### config.mk
export PLATFORM = sky130hd
export DESIGN_NAME = bif_bus_responder
export DESIGN_NICKNAME = d
export VERILOG_FILES = /design/src/rtl/bif_bus_responder.sv
export SDC_FILE = /design/constraint.sdc
export NUM_CORES = 1
export LEC_CHECK = 0
export CORE_AREA = 2 2 98 90
export CTS_CLUSTER_SIZE = 16
export DETAILED_ROUTE_END_ITERATION = 10
export DIE_AREA = 0 0 100 92
export GPL_ROUTABILITY_DRIVEN = 1
export GPL_TIMING_DRIVEN = 0
export PLACE_DENSITY = 0.82
export RECOVER_POWER = 100
export SYNTH_ARGS = -nofsm -noshare
export SYNTH_HDL_FRONTEND = slang
export SYNTH_SLANG_ARGS = --single-unit
export TNS_END_PERCENT = 10
### constraint.sdc
create_clock -name OSC -period 1.62 [get_ports OSC]
set_input_delay 0.405 -clock OSC [delete_from_list [all_inputs] [get_ports OSC]]
set_output_delay 0.405 -clock OSC [all_outputs]
set_load 0.01 [all_outputs]
### src/rtl/bif_bus_responder.sv
// Bus-slave responder for the ND-100 style backplane.
// Decodes address cycles, claims memory accesses inside the address window,
// and runs a LREQ/LACK handshake to a local back end. Data cycles are answered
// with BDRY_n, read data or BERROR_n. Refresh cycles produce a one-cycle
// REFRESH pulse. Every output is a register.
module bif_bus_responder #(
  parameter logic [23:0] BASE_ADDR = 24'h000000,
  parameter int unsigned SIZE_LOG2 = 20,
  parameter int unsigned DRY_SETUP = 2,
  parameter int unsigned TOUT_CYC  = 64
) (
  input  logic        OSC,
  input  logic        CLEAR,
  input  logic        BAPR_n,
  input  logic        BDAP_n,
  input  logic        BINPUT_n,
  input  logic        BMEM_n,
  input  logic        BREF_n,
  input  logic [23:0] BD_IN_n,
  output logic [15:0] BD_OUT_n,
  output logic        BD_OE,
  output logic        BDRY_n,
  output logic        BERROR_n,
  output logic        LREQ,
  output logic        LWRITE,
  output logic [23:0] LADDR,
  output logic [15:0] LWDATA,
  input  logic [15:0] LRDATA,
  input  logic        LACK,
  input  logic        LPERR,
  output logic        REFRESH
);

  typedef enum logic [2:0] {
    IDLE, NOSEL, ADDR, ACCESS, SETUP, READY, ABORT
  } busStateT;

  busStateT state, stateNext;

  // Two-flop synchronizers, bit order: {apr, dap, input, mem, ref}
  logic [4:0] syncA, syncB;
  logic aprS, dapS, inputS, memS, refS;

  logic [7:0]  cnt, cntNext;
  logic        isWrite, isWriteNext;
  logic        errFlag, errNext;
  logic        abortPend, abortNext;
  logic        windowHit;

  logic [23:0] laddrNext;
  logic [15:0] lwdataNext, bdOutNext;
  logic        refreshNext, lreqNext, lwriteNext, bdOeNext, bdryNext, berrNext;

  assign {aprS, dapS, inputS, memS, refS} = syncB;

  // Only the bits above the window size take part in the decode
  assign windowHit = ((~BD_IN_n[23:SIZE_LOG2]) == BASE_ADDR[23:SIZE_LOG2]);

  // Next-state, datapath capture and next-output computation
  always_comb begin
    stateNext   = state;
    cntNext     = cnt;
    isWriteNext = isWrite;
    errNext     = errFlag;
    abortNext   = abortPend;
    laddrNext   = LADDR;
    lwdataNext  = LWDATA;
    bdOutNext   = BD_OUT_n;
    refreshNext = 1'b0;

    unique case (state)
      IDLE: begin
        if (!aprS) begin
          if (!refS) begin
            refreshNext = 1'b1;
            stateNext   = NOSEL;
          end else if (!memS && windowHit) begin
            laddrNext = ~BD_IN_n;
            stateNext = ADDR;
          end else begin
            stateNext = NOSEL;
          end
        end
      end

      NOSEL: begin
        if (aprS) stateNext = IDLE;
      end

      ADDR: begin
        if (!dapS) begin
          isWriteNext = inputS;
          if (inputS) lwdataNext = ~BD_IN_n[15:0];
          cntNext   = '0;
          errNext   = 1'b0;
          abortNext = 1'b0;
          stateNext = ACCESS;
        end else if (aprS) begin
          stateNext = IDLE;
        end
      end

      ACCESS: begin
        // A master that drops BDAP_n early still gets its LREQ completed,
        // but the cycle ends in ABORT without any BDRY_n.
        abortNext = abortPend | dapS;
        if (LACK) begin
          bdOutNext = ~LRDATA;
          errNext   = LPERR;
          if (abortPend || dapS) begin
            stateNext = ABORT;
          end else if (isWrite) begin
            stateNext = READY;
          end else begin
            cntNext   = '0;
            stateNext = SETUP;
          end
        end else if (cnt == 8'(TOUT_CYC - 1)) begin
          errNext   = 1'b1;
          stateNext = (abortPend || dapS) ? ABORT : READY;
        end else begin
          cntNext = cnt + 8'd1;
        end
      end

      SETUP: begin
        if (cnt == 8'(DRY_SETUP - 1)) stateNext = READY;
        else                           cntNext   = cnt + 8'd1;
      end

      READY: begin
        if (dapS) stateNext = NOSEL;
      end

      ABORT: begin
        stateNext = NOSEL;
      end

      default: stateNext = IDLE;
    endcase

    // Outputs are decoded from the next state so they register with it
    lreqNext   = (stateNext == ACCESS);
    lwriteNext = (stateNext == ACCESS) && isWriteNext;
    bdOeNext   = !isWriteNext &&
                 ((stateNext == SETUP) || ((stateNext == READY) && BD_OE));
    bdryNext   = !(stateNext == READY);
    berrNext   = !((stateNext == READY) && errNext);
  end

  // State, synchronizer and output registers with synchronous clear
  always_ff @(posedge OSC) begin
    if (CLEAR) begin
      syncA     <= '1;
      syncB     <= '1;
      state     <= IDLE;
      cnt       <= '0;
      isWrite   <= 1'b0;
      errFlag   <= 1'b0;
      abortPend <= 1'b0;
      LADDR     <= '0;
      LWDATA    <= '0;
      BD_OUT_n  <= '1;
      BD_OE     <= 1'b0;
      BDRY_n    <= 1'b1;
      BERROR_n  <= 1'b1;
      LREQ      <= 1'b0;
      LWRITE    <= 1'b0;
      REFRESH   <= 1'b0;
    end else begin
      syncA     <= {BAPR_n, BDAP_n, BINPUT_n, BMEM_n, BREF_n};
      syncB     <= syncA;
      state     <= stateNext;
      cnt       <= cntNext;
      isWrite   <= isWriteNext;
      errFlag   <= errNext;
      abortPend <= abortNext;
      LADDR     <= laddrNext;
      LWDATA    <= lwdataNext;
      BD_OUT_n  <= bdOutNext;
      BD_OE     <= bdOeNext;
      BDRY_n    <= bdryNext;
      BERROR_n  <= berrNext;
      LREQ      <= lreqNext;
      LWRITE    <= lwriteNext;
      REFRESH   <= refreshNext;
    end
  end

endmodule
=== Yosys cells after proc, flatten, opt, wreduce, memory -nomap -nowiden ===
Index checks and enable logic that the tools add are counted.
Widths: inputs -> output; s select.

* Register bits: 86
* Input bits: 49
* Output and inout port bits: 62
* Logic and storage cells: 91

* $add $sub $neg: 1
* Equality and inequality tests: 16
* Mux-type cells: 29
* Bitwise operators: 8
* Reductions and logical operators: 21

{| class="wikitable"
|+ Operators with widths
! operator !! count
|-
| $mux 8 || 6
|-
| $not 16->16 || 2
|-
| $not 24->24 || 1
|-
| $pmux 8 s3 || 1
|-
| $mux 3 || 7
|-
| $pmux 3 s7 || 1
|-
| $eq 3x3->1 const B || 5
|-
| $eq 3x2->1 const B || 3
|-
| $ne 3x3->1 const B || 3
|-
| $add 8x1->8 const B || 1
|-
| $eq 8x1->1 const B || 1
|-
| $eq 8x6->1 const B || 1
|-
| $mux 1 || 8
|-
| $mux 2 || 4
|-
| $reduce_and 6->1 || 1
|-
| $logic_and 1x1->1 || 5
|-
| $logic_not 1->1 || 4
|-
| $logic_not 4->1 || 1
|-
| $ne 2x2->1 const B || 2
|-
| $not 4->4 || 1
|-
| $pmux 1 s2 || 2
|-
| $reduce_and 2->1 || 2
|-
| $reduce_and 4->1 || 1
|-
| $eq 3x1->1 const B || 1
|-
| 8 further kinds || 11
|}

=== Longest topological paths before layout ===
* Depth after elaboration: 11
* Gate-level depth with buffers: 7
* Mapped depth without buffers: 6

=== Worst setup path after synthesis ===
No wires, ideal clock.

* Path type: flip-flop to flip-flop
* Start point: register cnt[0]
* End point: register cnt[2]
* Library setup time: 70 ps
* Arrival time: 1701 ps
* Data required time: 1550 ps
* Setup slack: -152 ps
* Stages on the path, launching flop included: 7
* Path buffers: 0
* Clock period less this slack: 1772 ps
* Cells stage by stage: dfxtp_1 -> ha_1 -> and3_1 -> a41oi_2 -> o221ai_2 -> or3b_1 -> a21oi_1

* Cells in the longest elaborated chain, start to end: 4
* Elaborated cells between the ends (all ways): 10
* Classes of those cells: 1 x add/sub; 4 x eq/ne; 4 x mux; 1 x reduce/logical

{| class="wikitable"
|+ Ends and longest elaborated chain
! what !! line !! source
|-
| from (decl) || 44 || <nowiki>logic [7:0] cnt, cntNext;</nowiki>
|-
| from (signal assigned) || 174 || <nowiki>cnt <= cntNext;</nowiki>
|-
| $add 8x1->8 || 122, 128 ||
|-
| $mux 8 || 118 || <nowiki>end else if (cnt == 8'(TOUT_CYC - 1)) begin</nowiki>
|-
| $mux 8 || 107 || <nowiki>if (LACK) begin</nowiki>
|-
| $pmux 8 s3 || 71 || <nowiki>unique case (state)</nowiki>
|}

Several ways; a longest one is shown, not always the timed one. The select of a mux whose other input is x is not followed.
A chain may end at the register's enable or synchronous reset.

=== Final worst setup path ===
* Start point: register state[2]
* End point: register cnt[2]

* Cells in the longest elaborated chain, start to end: 3
* Elaborated cells between the ends (all ways): 11
* Classes of those cells: 8 x eq/ne; 1 x mux; 2 x reduce/logical

{| class="wikitable"
|+ Ends and longest elaborated chain
! what !! line !! source
|-
| from (decl) || 38 || <nowiki>busStateT state, stateNext;</nowiki>
|-
| from (signal assigned) || 173 || <nowiki>state <= stateNext;</nowiki>
|-
| $eq 3x2->1 or $eq 3x3->1 (tied branches) || 71 ||
|-
| $ne 3x3->1 (no line), or another cell as far along || - ||
|-
| $reduce_and 6->1 (no line) || - ||
|}

Several ways; a longest one is shown, not always the timed one.

==> results by group <==
Clock network
  • Later-pin clock latency in the skew report: 0.34 ns
  • Number of buffers on the longest clock path: 2
  • CTS Hold Buffers Added: 0
  • H-tree levels: 3
  • Clock buffers created by TritonCTS: 9
  • Clock Pin Slew Worst Setup and Hold Paths: 0.09 ns
  • TritonCTS sink count: 86
  • CTS root buffer: sky130_fd_sc_hd__clkbuf_8
  • CTS tree: built

Critical path
  • CP Data Required Time: 1.88 ns
  • Worst R2R Setup Slack: -0.19 ns
  • Crit path to: cnt[2]
  • Count of cell instances traversed by the critical path: 5
  • Type of the setup path with the least slack: reg -> reg
  • Crit end category: flip-flop
  • Worst Path Max Fanout: 7
  • Worst path buffer plus inverter count: 0
  • Kind of start point of the critical path: flip-flop
  • Slowest CP cell: sky130_fd_sc_hd__or3b_4
  • Cell-by-cell trace of the critical path: or3b_4 -> a31oi_4 -> o221ai_4 -> or3b_1 -> a21oi_2
  • Dominant delay contributor by cell family on the critical path: simple AND/OR/NAND/NOR gates
  • Start point of the critical path: state[2]
  • R2r startpoint: state[2]
  • Critical path's largest stage delay: 0.42 ns
  • Capturing point of the worst reg2reg path: cnt[2]
  • Worst Reg2Reg Path Length in Cells: 5
  • Critical Path AT: 2.07 ns

Place
  • Detail Placement HPWL: approximately 6100 um
  • Placed cell count: 543
  • Placement Setup Slack: -0.6382 ns
  • Port-buffer cells: around 110
  • Final Wtd Congestion: 0.7960

GRT
  • Total global routing track utilization: 19.58%
  • Number of global-route vias before repair: approximately 3100
  • Global-route wire length before repair: about 15000 um
  • Antenna violations before repair: 0
  • Total global routing overflow: 0
  • Pin count of the biggest net entering global routing: 16

Power and ir drop
  • Total net switching power: 865.8 uW
  • Part of the total power dissipated in sequential elements: between 50% and 60%
  • Fraction of power spent switching nets: 22.32%
  • Worst VDD drop: about 0.43 mV
  • Clk pwr share: 39.4%
  • Share of total power in combinational logic: 5.7%
  • Internal power component: 3.013 mW
  • Total power: 3.878 mW
  • Power density cells: 777.1 mW/mm^2
  • P_leak: slightly below 2 nW

Logic synthesis
  • Register bit total from synthesis: 86
  • Ys flop type: sky130_fd_sc_hd__dfxtp_1
  • Number of enable-type register cells in the synthesized netlist: 0
  • Number of distinct standard cells referenced by the synthesized netlist: 47
  • Proportion of register bits with asynchronous set or reset after synthesis: 0%
  • Number of standard cells after synthesis: 333
  • Post-synthesis net count: around 380
  • Yosys warning total: 0
  • Mean post-synth cell area: 9.562 sq um
  • Share of the yosys chip area belonging to registers: 54.07%
  • Cell area after synthesis: 0.003184 sq mm

Timing
  • Endpoints failing setup: 40
  • Slew of the pin with the lowest slew margin: 0.6807 ns
  • Setup repair after global routing missed its margin: true
  • Min cycle time layout: 1.806 ns
  • Max Clock Skew: 0.01513 ns
  • Aggregate negative setup slack: -2.960 ns
  • PnR worst setup slack: -0.1863 ns
  • Final cycle utilization of the critical path: 111.5%
  • Total count of hold-check failures in the final report: 0
  • Highest Clock Rate: 553.6 MHz
  • Max-slew violations: 0
  • Slew HR: 54.62%

Die
  • Height of the die: 92 um
  • Count of boundary I/O pins: approximately 110
  • Die outline area: 0.009200 sq mm
  • Floorplan die width: 100 um
  • Number of standard-cell rows in the floorplan: 32
  • Initial Utilization: 38.24%
  • CORE AREA: ~0.0083 sq mm

Outcome
  • Failing checks: negative setup slack
  • Status: finished, violations left

Layout
  • Number of inserted diodes: 0
  • Share of final-layout standard cells stronger than drive strength 1: 21.94%
  • Number of filler cells placed in the layout: 754
  • Layout Utilization: between 50% and 60%
  • Layout Nets: 520
  • Post-route non-filler standard cell count: 576
  • Area Growth Syn to Fin: 56.74%

Route
  • Pre-Repair DR Iteration Count: 4
  • DRC marker count from the first detailed-route iteration: 158
  • Routed wire length: 8896 um
  • Via total after detailed routing: 3035
  • ANT nets after route: 0
  • Routed vias/inst: 5.269
  • DRC viols: 0
  • Average detailed-routed wire length per instance: 15.44 um

Run
  • Max Cap Viol: 0

Min path
  • Class of the worst hold path: reg -> reg
[registers in the layout, summed over array words and instances, names as in the netlist]
| name | count |
|---|---|
| BDRY_n | 1 |
| BD_OE | 1 |
| BD_OUT_n | 16 |
| BERROR_n | 1 |
| LADDR | 24 |
| LREQ | 1 |
| LWDATA | 16 |
| LWRITE | 1 |
| REFRESH | 1 |
| abortPend | 1 |
| cnt | 8 |
| errFlag | 1 |
| isWrite | 1 |
| state | 3 |
| syncA | 5 |
| syncB | 5 |
[synth_stat cells (3+ instances only)]
cell / count / share of area (%)
sky130_fd_sc_hd__a211oi_1: 36 / 8.5
sky130_fd_sc_hd__dfxtp_1: 86 / 54
sky130_fd_sc_hd__nand3_1: 5 / 0.79
sky130_fd_sc_hd__a31oi_1: 3 / 0.59
sky130_fd_sc_hd__nand4_1: 3 / 0.59
sky130_fd_sc_hd__or3_1: 3 / 0.59
sky130_fd_sc_hd__a21oi_1: 12 / 1.9
sky130_fd_sc_hd__and3_1: 4 / 0.79
sky130_fd_sc_hd__nor2_1: 66 / 7.8
sky130_fd_sc_hd__or3b_1: 4 / 1.1
sky130_fd_sc_hd__or2_2: 10 / 2.0
sky130_fd_sc_hd__o21ai_0: 11 / 1.7
sky130_fd_sc_hd__a211o_1: 16 / 4.4
sky130_fd_sc_hd__nand2_1: 8 / 0.94
sky130_fd_sc_hd__clkbuf_1: 15 / 1.8
sky130_fd_sc_hd__buf_2: 4 / 0.63
sky130_fd_sc_hd__buf_1: 3 / 0.35
sky130_fd_sc_hd__nor3b_1: 4 / 0.94
sky130_fd_sc_hd__inv_1: 6 / 0.71
[worst min-delay path by stage]
stage          slack (ns)        to  cells after the start      from
2_1_floorplan        0.39  syncB[0]                      1  syncA[0]
3_3_place_gp         0.40  syncB[4]                      1  syncA[4]
3_5_place_dp         0.39  syncB[1]                      1  syncA[1]
4_1_cts              0.40  syncB[1]                      1  syncA[1]
5_1_grt              0.42  syncB[3]                      1  syncA[3]
6_report             0.40  syncB[1]                      1  syncA[1]
[layout make-up]
| cell class | count | area, sq um | area share, % |
|---|---|---|---|
| plain buffers | 22 | 178.9 | 3.585 |
| clock inverters | 6 | 67.56 | 1.354 |
| inverters | 7 | 26.28 | 0.5264 |
| clock buffers | 10 | 137.6 | 2.758 |
| repair buffers | 125 | 1161 | 23.26 |
| well taps | 102 | 127.6 | 2.557 |
| flip-flops and latches | 86 | 1729 | 34.65 |
| multi-input cells | 218 | 1563 | 31.31 |
[what timing repair did]
item | in CTS | in global routing
resized for setup | 113 | 37
pin swaps | 28 | 17
buffers inserted | 12 | 5
endpoints found under the setup margin | 128 | 75
[kinds of logic after synthesis]
family	after synthesis	share of synthesized area, %
simple gates	121	18.82
compound gates	95	22.75
flops	86	54.07
buf+inv	29	3.575
fa+ha+maj	2	0.7857
[power by group through the flow]
stage,clock network [mW],registers (mW),logic [mW]
finish,1.53,2.13,0.221
global route,1.66,2.13,0.236
CTS,1.56,2.13,0.213
detailed placement,0,2.18,0.203
global placement,0,2.18,0.200
floorplan,0,2.18,0.0609
[worst register-to-register path, cell delays in order (launching register included)]
cell,delay (ns)
sky130_fd_sc_hd__dfxtp_4,0.36
sky130_fd_sc_hd__or3b_4,0.42
sky130_fd_sc_hd__a31oi_4,0.24
sky130_fd_sc_hd__o221ai_4,0.18
sky130_fd_sc_hd__or3b_1,0.40
sky130_fd_sc_hd__a21oi_2,0.14
[cells in the final DEF, fill, tap and decap left out, types with 4 or more instances in the layout]
master / netlist / layout
sky130_fd_sc_hd__dfxtp_1: 86 / 82
sky130_fd_sc_hd__nor2_1: 66 / 61
sky130_fd_sc_hd__dlygate4sd2_1: 0 / 57
sky130_fd_sc_hd__clkdlybuf4s50_1: 0 / 46
sky130_fd_sc_hd__a211oi_1: 36 / 22
sky130_fd_sc_hd__buf_4: 0 / 17
sky130_fd_sc_hd__a211o_1: 16 / 16
sky130_fd_sc_hd__a211oi_2: 0 / 14
sky130_fd_sc_hd__clkbuf_1: 15 / 10
sky130_fd_sc_hd__or2_2: 10 / 10
sky130_fd_sc_hd__clkbuf_8: 0 / 10
sky130_fd_sc_hd__o21ai_0: 11 / 8
sky130_fd_sc_hd__a21oi_1: 12 / 8
sky130_fd_sc_hd__nand2_1: 8 / 7
sky130_fd_sc_hd__inv_1: 6 / 5
sky130_fd_sc_hd__nand3_1: 5 / 5
sky130_fd_sc_hd__clkdlybuf4s25_1: 0 / 5
sky130_fd_sc_hd__nor2_2: 0 / 4
sky130_fd_sc_hd__buf_6: 0 / 4
sky130_fd_sc_hd__nor3b_1: 4 / 4
sky130_fd_sc_hd__or3b_1: 4 / 4
sky130_fd_sc_hd__a21oi_2: 0 / 4
[layer usage]
layer	part of all wire, %	global-route usage (%)	routed length (um)	up-vias
li1	-	-	-	1471
met1	43	23.75	3813	1440
met2	48	32.71	4299	114
met3	7.5	6.250	671	10
met4	1.3	6.735	112	0
met5	0	0	0	-
[through the flow]
stage          instance area [sq um]  hold slack (ns)
6_report                        4991           0.3978
3_5_place_dp                    4410           0.3947
5_1_grt                         4991           0.4220
2_1_floorplan                   3202           0.3895
3_3_place_gp                    4410           0.3964
4_1_cts                         4860           0.4018
No activity file was read; power rests on OpenSTA's default activity.
